File: src/rtl/rx_sweep_ctrl.sv
// Purpose: frequency-sweep sequencer; retunes the RX downconverter, settles, averages magnitude per point.
// Latency: result valid 1 cycle after the 2^k-th averaged sample; phase_inc valid 1 cycle after start.
// Backpressure: res_valid/res_ready; while stalled, ce_down samples are dropped and nothing advances.
// Optional build macro RX_SWEEP_PHASE_CAPTURE_EN: when defined, res_phase carries the last sample's phase.
module rx_sweep_ctrl #(
    parameter int PW  = 19,
    parameter int MW  = 16,
    parameter int PHW = 25
) (
    input  logic                  sys_clk,
    input  logic                  rst_n,
    input  logic                  start,
    input  logic                  abort,
    input  logic [PW-1:0]         cfg_f_start,
    input  logic [PW-1:0]         cfg_f_step,
    input  logic [15:0]           cfg_n_points,
    input  logic [15:0]           cfg_settle,
    input  logic [2:0]            cfg_avg_log2,
    output logic [PW-1:0]         phase_inc,
    input  logic                  ce_down,
    input  logic signed [MW-1:0]  rx_magnitude,
    input  logic signed [PHW-1:0] rx_phase,
    output logic                  res_valid,
    input  logic                  res_ready,
    output logic [15:0]           res_index,
    output logic signed [MW-1:0]  res_mag,
    output logic signed [PHW-1:0] res_phase,
    output logic                  busy,
    output logic                  done
);

    // Accumulator is 8 bits wider than a sample so 128 full-scale samples cannot overflow.
    localparam int AW = MW + 8;

    typedef enum logic [2:0] {
        S_IDLE,
        S_SETTLE,
        S_ACCUM,
        S_OUTPUT,
        S_FINISH
    } state_t;

    // Sweep configuration captured at the accepted start (f_start goes straight into phase_inc).
    typedef struct packed {
        logic [PW-1:0] f_step;
        logic [15:0]   n_points;
        logic [15:0]   settle;
        logic [2:0]    avg_log2;
    } cfg_t;

    state_t               state;
    state_t               state_nxt;
    cfg_t                 cfg_q;
    logic [15:0]          settle_cnt;
    logic [7:0]           samp_cnt;
    logic [7:0]           avg_last;
    logic signed [AW-1:0] acc;
    logic signed [AW-1:0] acc_sum;
    logic signed [AW-1:0] shifted;
    logic                 unused_hi;

    logic accept;
    logic take;
    logic last_take;
    logic handshake;
    logic last_point;

    assign avg_last  = (8'd1 << cfg_q.avg_log2) - 8'd1;
    assign acc_sum   = acc + {{8{rx_magnitude[MW-1]}}, rx_magnitude};
    assign shifted   = acc_sum >>> cfg_q.avg_log2;
    assign unused_hi = ^shifted[AW-1:MW];

    assign busy      = (state != S_IDLE);
    assign res_valid = (state == S_OUTPUT);

    // State register.
    always_ff @(posedge sys_clk) begin
        if (!rst_n) begin
            state <= S_IDLE;
        end else begin
            state <= state_nxt;
        end
    end

    // Next-state decode and datapath strobes; abort overrides everything.
    always_comb begin
        state_nxt  = state;
        accept     = 1'b0;
        take       = 1'b0;
        last_take  = 1'b0;
        handshake  = 1'b0;
        last_point = 1'b0;
        case (state)
            S_IDLE: begin
                // The done cycle is itself IDLE; a start landing on it is dropped.
                if (start && !done) begin
                    accept    = 1'b1;
                    state_nxt = (cfg_n_points == 16'd0) ? S_FINISH : S_SETTLE;
                end
            end
            S_SETTLE: begin
                if (cfg_q.settle == 16'd0) begin
                    state_nxt = S_ACCUM;
                end else if (ce_down &&
                             ({1'b0, settle_cnt} + 17'd1 == {1'b0, cfg_q.settle})) begin
                    state_nxt = S_ACCUM;
                end
            end
            S_ACCUM: begin
                if (ce_down) begin
                    take = 1'b1;
                    if (samp_cnt == avg_last) begin
                        last_take = 1'b1;
                        state_nxt = S_OUTPUT;
                    end
                end
            end
            S_OUTPUT: begin
                if (res_ready) begin
                    handshake  = 1'b1;
                    last_point = (res_index == cfg_q.n_points - 16'd1);
                    state_nxt  = last_point ? S_FINISH : S_SETTLE;
                end
            end
            S_FINISH: begin
                state_nxt = S_IDLE;
            end
            default: begin
                state_nxt = S_IDLE;
            end
        endcase
        if (abort) begin
            state_nxt = S_IDLE;
            accept    = 1'b0;
            take      = 1'b0;
            last_take = 1'b0;
            handshake = 1'b0;
        end
    end

    // Settle counter runs only while staying in SETTLE, so each retune starts from zero.
    always_ff @(posedge sys_clk) begin
        if (!rst_n) begin
            settle_cnt <= '0;
        end else if (state == S_SETTLE && state_nxt == S_SETTLE) begin
            if (ce_down) begin
                settle_cnt <= settle_cnt + 16'd1;
            end
        end else begin
            settle_cnt <= '0;
        end
    end

    // Config capture, tuning word, point index, accumulator and result magnitude.
    always_ff @(posedge sys_clk) begin
        if (!rst_n) begin
            cfg_q     <= '0;
            phase_inc <= '0;
            res_index <= '0;
            res_mag   <= '0;
            acc       <= '0;
            samp_cnt  <= '0;
            done      <= 1'b0;
        end else begin
            done <= (state == S_FINISH) && !abort;
            if (accept) begin
                cfg_q.f_step   <= cfg_f_step;
                cfg_q.n_points <= cfg_n_points;
                cfg_q.settle   <= cfg_settle;
                cfg_q.avg_log2 <= cfg_avg_log2;
                phase_inc      <= cfg_f_start;
                res_index      <= '0;
                acc            <= '0;
                samp_cnt       <= '0;
            end
            if (take) begin
                acc      <= acc_sum;
                samp_cnt <= samp_cnt + 8'd1;
            end
            if (last_take) begin
                res_mag  <= shifted[MW-1:0];
                samp_cnt <= '0;
            end
            if (handshake && !last_point) begin
                phase_inc <= phase_inc + cfg_q.f_step;
                res_index <= res_index + 16'd1;
                acc       <= '0;
            end
            if (abort) begin
                acc      <= '0;
                samp_cnt <= '0;
            end
        end
    end

`ifdef RX_SWEEP_PHASE_CAPTURE_EN
    // Phase of the final averaged sample of each point.
    always_ff @(posedge sys_clk) begin
        if (!rst_n) begin
            res_phase <= '0;
        end else if (last_take) begin
            res_phase <= rx_phase;
        end
    end
`else
    logic unused_phase;
    assign unused_phase = ^rx_phase;
    assign res_phase    = '0;
`endif

endmodule
File: config.mk
export PLATFORM = sky130hd
export DESIGN_NAME = rx_sweep_ctrl
export DESIGN_NICKNAME = d
export VERILOG_FILES = /design/src/rtl/rx_sweep_ctrl.sv
export SDC_FILE = /design/constraint.sdc
export NUM_CORES = 1
export LEC_CHECK = 0
export BUFFER_PORTS_ARGS = -buffer_cell sky130_fd_sc_hd__buf_2
export CORE_ASPECT_RATIO = 0.8
export CORE_UTILIZATION = 50
export CTS_CLUSTER_DIAMETER = 120
export DETAILED_ROUTE_END_ITERATION = 7
export GPL_ROUTABILITY_DRIVEN = 0
export GPL_TIMING_DRIVEN = 0
export MAX_ROUTING_LAYER = met4
export PLACE_DENSITY = 0.77
export REMOVE_ABC_BUFFERS = 1
export SYNTH_ARGS = -nofsm -noshare
export SYNTH_HDL_FRONTEND = slang
export SYNTH_SLANG_ARGS = --single-unit
File: constraint.sdc
create_clock -name sys_clk -period 6.4 [get_ports sys_clk]
set_input_delay 0.32 -clock sys_clk [delete_from_list [all_inputs] [get_ports sys_clk]]
set_output_delay 0.32 -clock sys_clk [all_outputs]
set_load 0.02 [all_outputs]
# After elaboration in Yosys (flattened, before gate mapping)
# Cells that the tools add are included.
# word_totals
elab_cells	81
ff_bits	157
out_inout_bits	79
# classes
n_addsub	8
shifts	2
eq_ne	8
muxes	33
n_bitwise	1
n_reduce_logical	17
# ops
cell	n
$mux W24	2
$mux W19	2
$add A16 B1 Y16 const B	2
$logic_not A16 Y1	2
$mux W16	2
$mux W3	9
$add A24 B24 Y24	1
$sshr A24 B3 Y16	1
$add A19 B19 Y19	1
$add A16 B1 Y17 const B	1
$eq A17 B16 Y1	1
$eq A16 B16 Y1	1
$mux W8	2
$sub A16 B1 Y16 const B	1
$mux W1	15
$pmux W3 S4	1
$add A8 B1 Y8 const B	1
$eq A8 B8 Y1	1
$shl A1 B3 Y8 const A	1
$sub A8 B1 Y8 const B	1
$eq A3 B1 Y1 const B	2
$eq A3 B2 Y1 const B	2
$reduce_or A3 Y1	2
$logic_and A1 B1 Y1	5
other kinds (7)	10

# Logic depth before layout (Yosys ltp)
# depth
depth_word	10
ltp_mapped	14
depth_no_buf	12

# Least setup slack after synthesis
# OpenSTA, ideal clock, no wires.
# synth_timing
path_kind	input port to flip-flop
from	input rx_magnitude[4]
to	register res_mag[13]
required_time_ns	6.314
setup_ns	0.086
cell_stages	10
path_buffers	0
path_slack_ns	3.063
arrival_ns	3.251
path_cell_list	ha_1 > a2111oi_0 > o31ai_1 > a211o_1 > a221o_1 > a21oi_1 > xor2_1 > mux4_2 > mux2_2 > a211oi_1
# synth_via
elab_chain_cells	2
# synth_lines
element	line_no	rtl
from (decl)	21	input logic signed [MW-1:0] rx_magnitude,
$add A24 B24 Y24	69	assign acc_sum = acc + {{8{rx_magnitude[MW-1]}}, rx_magnitude};
$sshr A24 B3 Y16	70	assign shifted = acc_sum >>> cfg_q.avg_log2;
to (signal assigned)	181	res_mag <= shifted[MW-1:0];
to (decl)	26	output logic signed [MW-1:0] res_mag,
# Every way passes these cells.
# A chain may end at the register's enable or synchronous reset.

# Worst setup path after layout
# layout_timing
from	register cfg_q[19] (netlist bit)
to	register res_index[3]
# layout_via
elab_chain_cells	7
elab_cells_between_ends	8
cone_classes	add/sub (1); eq/ne (1); mux (3); reduce/logical (3)
# layout_lines
element	line_no	rtl
from (decl)	53	cfg_t cfg_q;
$sub A16 B1 Y16 (*)	121	last_point = (res_index == cfg_q.n_points - 16'd1);
$eq A16 B16 Y1 (*)	121	
$mux W1 (*)	119	if (res_ready) begin
$mux W1 (*)	93	case (state)
$logic_not A1 Y1 (*)	184	if (handshake && !last_point) begin
$logic_and A1 B1 Y1 (*)	184	
$mux W16 / $reduce_bool A2 Y1 (equally long branches)	--	
to (signal assigned)	186	res_index <= res_index + 16'd1;
to (decl)	25	output logic [15:0] res_index,
# Mark *: on every way between the ends. The rest lies on a longest branch, timed or not.

==> impl_metrics.py <==
metrics = {
    "status": {
        "status": "complete, no violations",
    },
    "timing": {
        "relSlewSlack": 0.157,
        "max_freq_mhz": 218,
        "finalMaxSlewViolations": 0,
        "clock_skew_ns": 0.0129,
        "rsz0062_at_grt": "no",
        "holdWs_ns": 0.117,
        "hold_viol": 0,
        "finalCritPeriodShare": 0.716,
        "setup_viol": 0,
        "setup_slack_ns": 1.82,
        "tightest_slew_ns": 1.26,
        "tns_ns": 0,
        "final.min_clock_period_ns": 4.58,
    },
    "die": {
        "io_pins": 199,
        "chipHeight_um": 131,
        "die_x_um": 164,
        "rows": 46,
        "start_util": 0.519,
        "die_area_um2": 21500,
        "core_um2": 20200,
    },
    "global_route": {
        "grt_pass1_wl_mm": 45.7,
        "use_met2": 0.388,
        "busiest_layer": "met2",
        "grt_max_degree": 82,
        "grt_util_met3": 0.0597,
        "overflow": 0,
        "grt_usage": 0.266,
        "use_met1": 0.372,
        "antenna_found_initial": 0,
        "grt_pass1_vias": 9235,
    },
    "cts": {
        "cts_root_buf": "clkbuf_16",
        "clk_latency_ns": 0.44,
        "post_cts_resized": 0,
        "cts_setup_buffers": 0,
        "cts_buffers": 17,
        "cts.sinks": 156,
        "tritoncts": "done",
        "cts_buffer_depth": 2,
        "postCtsHoldBufs": 0,
        "cts_max_level": 4,
        "path_clk_slew_ns": 0.07,
    },
    "worst_setup_path": {
        "reg2reg_slack_ns": 1.82,
        "worst_ep_required_time_ns": 6.76,
        "crit_type": "reg2reg",
        "crit_arrival_ns": 4.94,
        "end_kind": "register",
        "critPathLaunchType": "register",
        "worstPathMaxFanout": 21,
    },
    "synth": {
        "synthDistinctLibCells": 76,
        "avgSynthCellArea_um2": 7.64,
        "async_reset_ff_frac": 0,
        "synth_xor_area_frac": 0.0761,
        "yosys_warnings": 0,
        "synthSimpleGateAreaFrac": 0.235,
        "synthMuxAreaShare": 0.0432,
        "seq_area_frac_synth": 0.298,
        "synth_fa_ha_area_frac": 0.0576,
        "synth_compound_area_frac": 0.223,
        "synth_edf_count": 0,
        "synth-seq-cells": 156,
        "synth_flop_cell": "dfxtp_1",
        "synth_cells": 1372,
        "netlist_area_um2": 10500,
        "synth_top_family_by_area": "simple AND/OR/NAND/NOR gates",
    },
    "final_layout": {
        "area_delta_synth_final_pct": 13.5,
        "post-route-util": 0.589,
        "fin_nets": 1629,
        "fill_cells": 1850,
        "seq_area_um2": 3120,
        "drive_gt1_frac": 0.161,
        "n_antenna_cell": 0,
        "multiInputGateArea_um2": 6760,
    },
    "hold_path": {
        "min_path_type": "in2reg",
    },
    "detailed_routing": {
        "wire_per_inst_um": 15.9,
        "vias": 10200,
        "vias_per_cell": 5.85,
        "drc": 0,
        "first_iter_violations": 764,
        "final_antenna_net_count": 0,
        "drtPass1Iterations": 5,
        "wirelength_mm": 27.6,
    },
    "power_and_ir_drop": {
        "pwr-share-seq": 0.405,
        "power.leakage_nw": 4.86,
        "power.internal_mw": 1.84,
        "p_per_area_nw_per_um2": 213,
        "power_frac_comb": 0.140,
        "p_sw_frac": 0.274,
        "ir_drop_v": 0.000206,
        "pwr-share-clk": 0.456,
        "total_power_mw": 2.53,
        "power.switching_mw": 0.692,
    },
    "placement": {
        "dp_slack_ns": 1.85,
        "port_buffers": 148,
        "dpl.hpwl_mm": 19.9,
    },
    "run": {
        "maxCapViolCount": 0,
    },
}
## cells in the final DEF (no fill, tap or decap), types with 10 or more instances in the layout
cell type / netlist / layout
xor2_1: 36 / 36
ha_1: 45 / 45
conb_1: 1 / 25
a31oi_1: 26 / 26
a21o_1: 14 / 14
nand3_1: 43 / 43
o211ai_1: 10 / 10
nor2_1: 153 / 152
o21ai_1: 13 / 13
nand3b_1: 12 / 12
nor4_1: 21 / 21
buf_2: 6 / 148
nand2_1: 212 / 212
nor3_1: 26 / 26
dfxtp_1: 156 / 156
inv_1: 39 / 38
a21oi_1: 134 / 134
clkbuf_16: 0 / 17
nand4_1: 10 / 10
a211oi_1: 24 / 24
mux2i_1: 16 / 16
or3_1: 10 / 10
and3_1: 24 / 24
xnor2_1: 55 / 55
mux4_2: 11 / 11
o21ai_0: 36 / 36
## critical path: stages, from the launching register on
cell and delay (ns):
dfxtp_1 0.35, inv_1 0.07, ha_1 0.19, or3b_2 0.54
nor3_1 0.21, xnor2_1 0.15, nand4_1 0.11, or4_4 0.57
o31ai_4 0.76, buf_8 0.25, buf_8 0.18, and2_1 0.74
o21ai_0 0.20, a21oi_1 0.18
## kinds of logic (layout without fill, tap and decap cells)
| kind of cell | after synthesis | in the layout |
|---|---|---|
| AO/OA/AOI/OAI | 351 | 351 |
| multiplexers | 31 | 31 |
| XOR/XNOR | 91 | 91 |
| AND/OR/NAND/NOR | 546 | 546 |
| other | 1 | 25 |
| flip-flops | 156 | 156 |
| adder cells (fa/ha/maj) | 47 | 47 |
| buffers and inverters | 149 | 228 |
## final cells by class
| class | count | area share |
|---|---|---|
| clock buffer | 17 | 0.0358 |
| clock inverter | 15 | 0.0199 |
| inverter | 41 | 0.0132 |
| multi-input combinational | 1091 | 0.568 |
| sequential | 156 | 0.263 |
| tap | 264 | 0.0278 |
| timing repair buffer | 155 | 0.0724 |
## registers in the layout, indices dropped and copies added, names as in the netlist
register / count
cfg_q: 54
acc: 23
phase_inc: 19
res_index: 16
res_mag: 16
settle_cnt: 16
samp_cnt: 8
state: 3
done: 1
## power by group through the flow
stage / Sequential [mW] / Clock (mW) / Combinational [mW]
6_report: 1.02 / 1.15 / 0.353
5_1_grt: 1.03 / 1.21 / 0.389
4_1_cts: 1.02 / 1.16 / 0.349
3_5_place_dp: 1.04 / 0 / 0.347
3_3_place_gp: 1.04 / 0 / 0.337
2_1_floorplan: 1.04 / 0 / 0.235
## metrics by stage
stage	cell area, um2	std cells
global route	11900	1739
global placement	11100	1700
CTS	11900	1738
detailed placement	11200	1706
floorplan	10000	1288
finish	11900	1739
## synthesized netlist by cell type (5+ instances only)
cell      count  area share
dfxtp_1     156        0.30
buf_4        29       0.021
nor3_1       26       0.012
nand3_1      43       0.021
and3_1       24       0.014
inv_1        39       0.014
a31oi_1      26       0.016
clkbuf_1     61       0.022
buf_1         9      0.0032
buf_2         6      0.0029
a21o_1       14       0.010
a311oi_1      6      0.0050
a311oi_2      7       0.010
a211oi_1     24       0.017
or3_1        10      0.0060
o31ai_1       6      0.0043
o22ai_1       6      0.0036
nor2b_1       7      0.0042
a221oi_1      5      0.0042
xnor2_1      55       0.046
nand2b_1      5      0.0030
xor2_1       36       0.030
mux4_2       11       0.024
nand3b_1     12      0.0086
nor2_1      153       0.055
nand4_1      10      0.0060
nor4_1       21       0.013
o31a_1        6      0.0050
mux2i_1      16       0.015
o211ai_1     10      0.0072
ha_1         45       0.054
o21ai_1      13      0.0062
a21oi_1     134       0.064
or2_2         8      0.0048
nand2_1     212       0.076
o21ai_0      36       0.017
## layer usage
layer	routed length, um	part of all wire
met5	0	0
met4	461	0.017
met3	1980	0.072
met2	12000	0.44
met1	13100	0.48
## final timing paths
check | start | endpoint | cells past startpoint
max reg2reg | cfg_q[19] | res_index[3] | 13
min | cfg_f_step[4] | cfg_q[39] | 3
min reg2reg | res_mag[7] | res_mag[7] | 2
max | cfg_q[19] | res_index[3] | 13
Power figures use the tool's default switching activity.
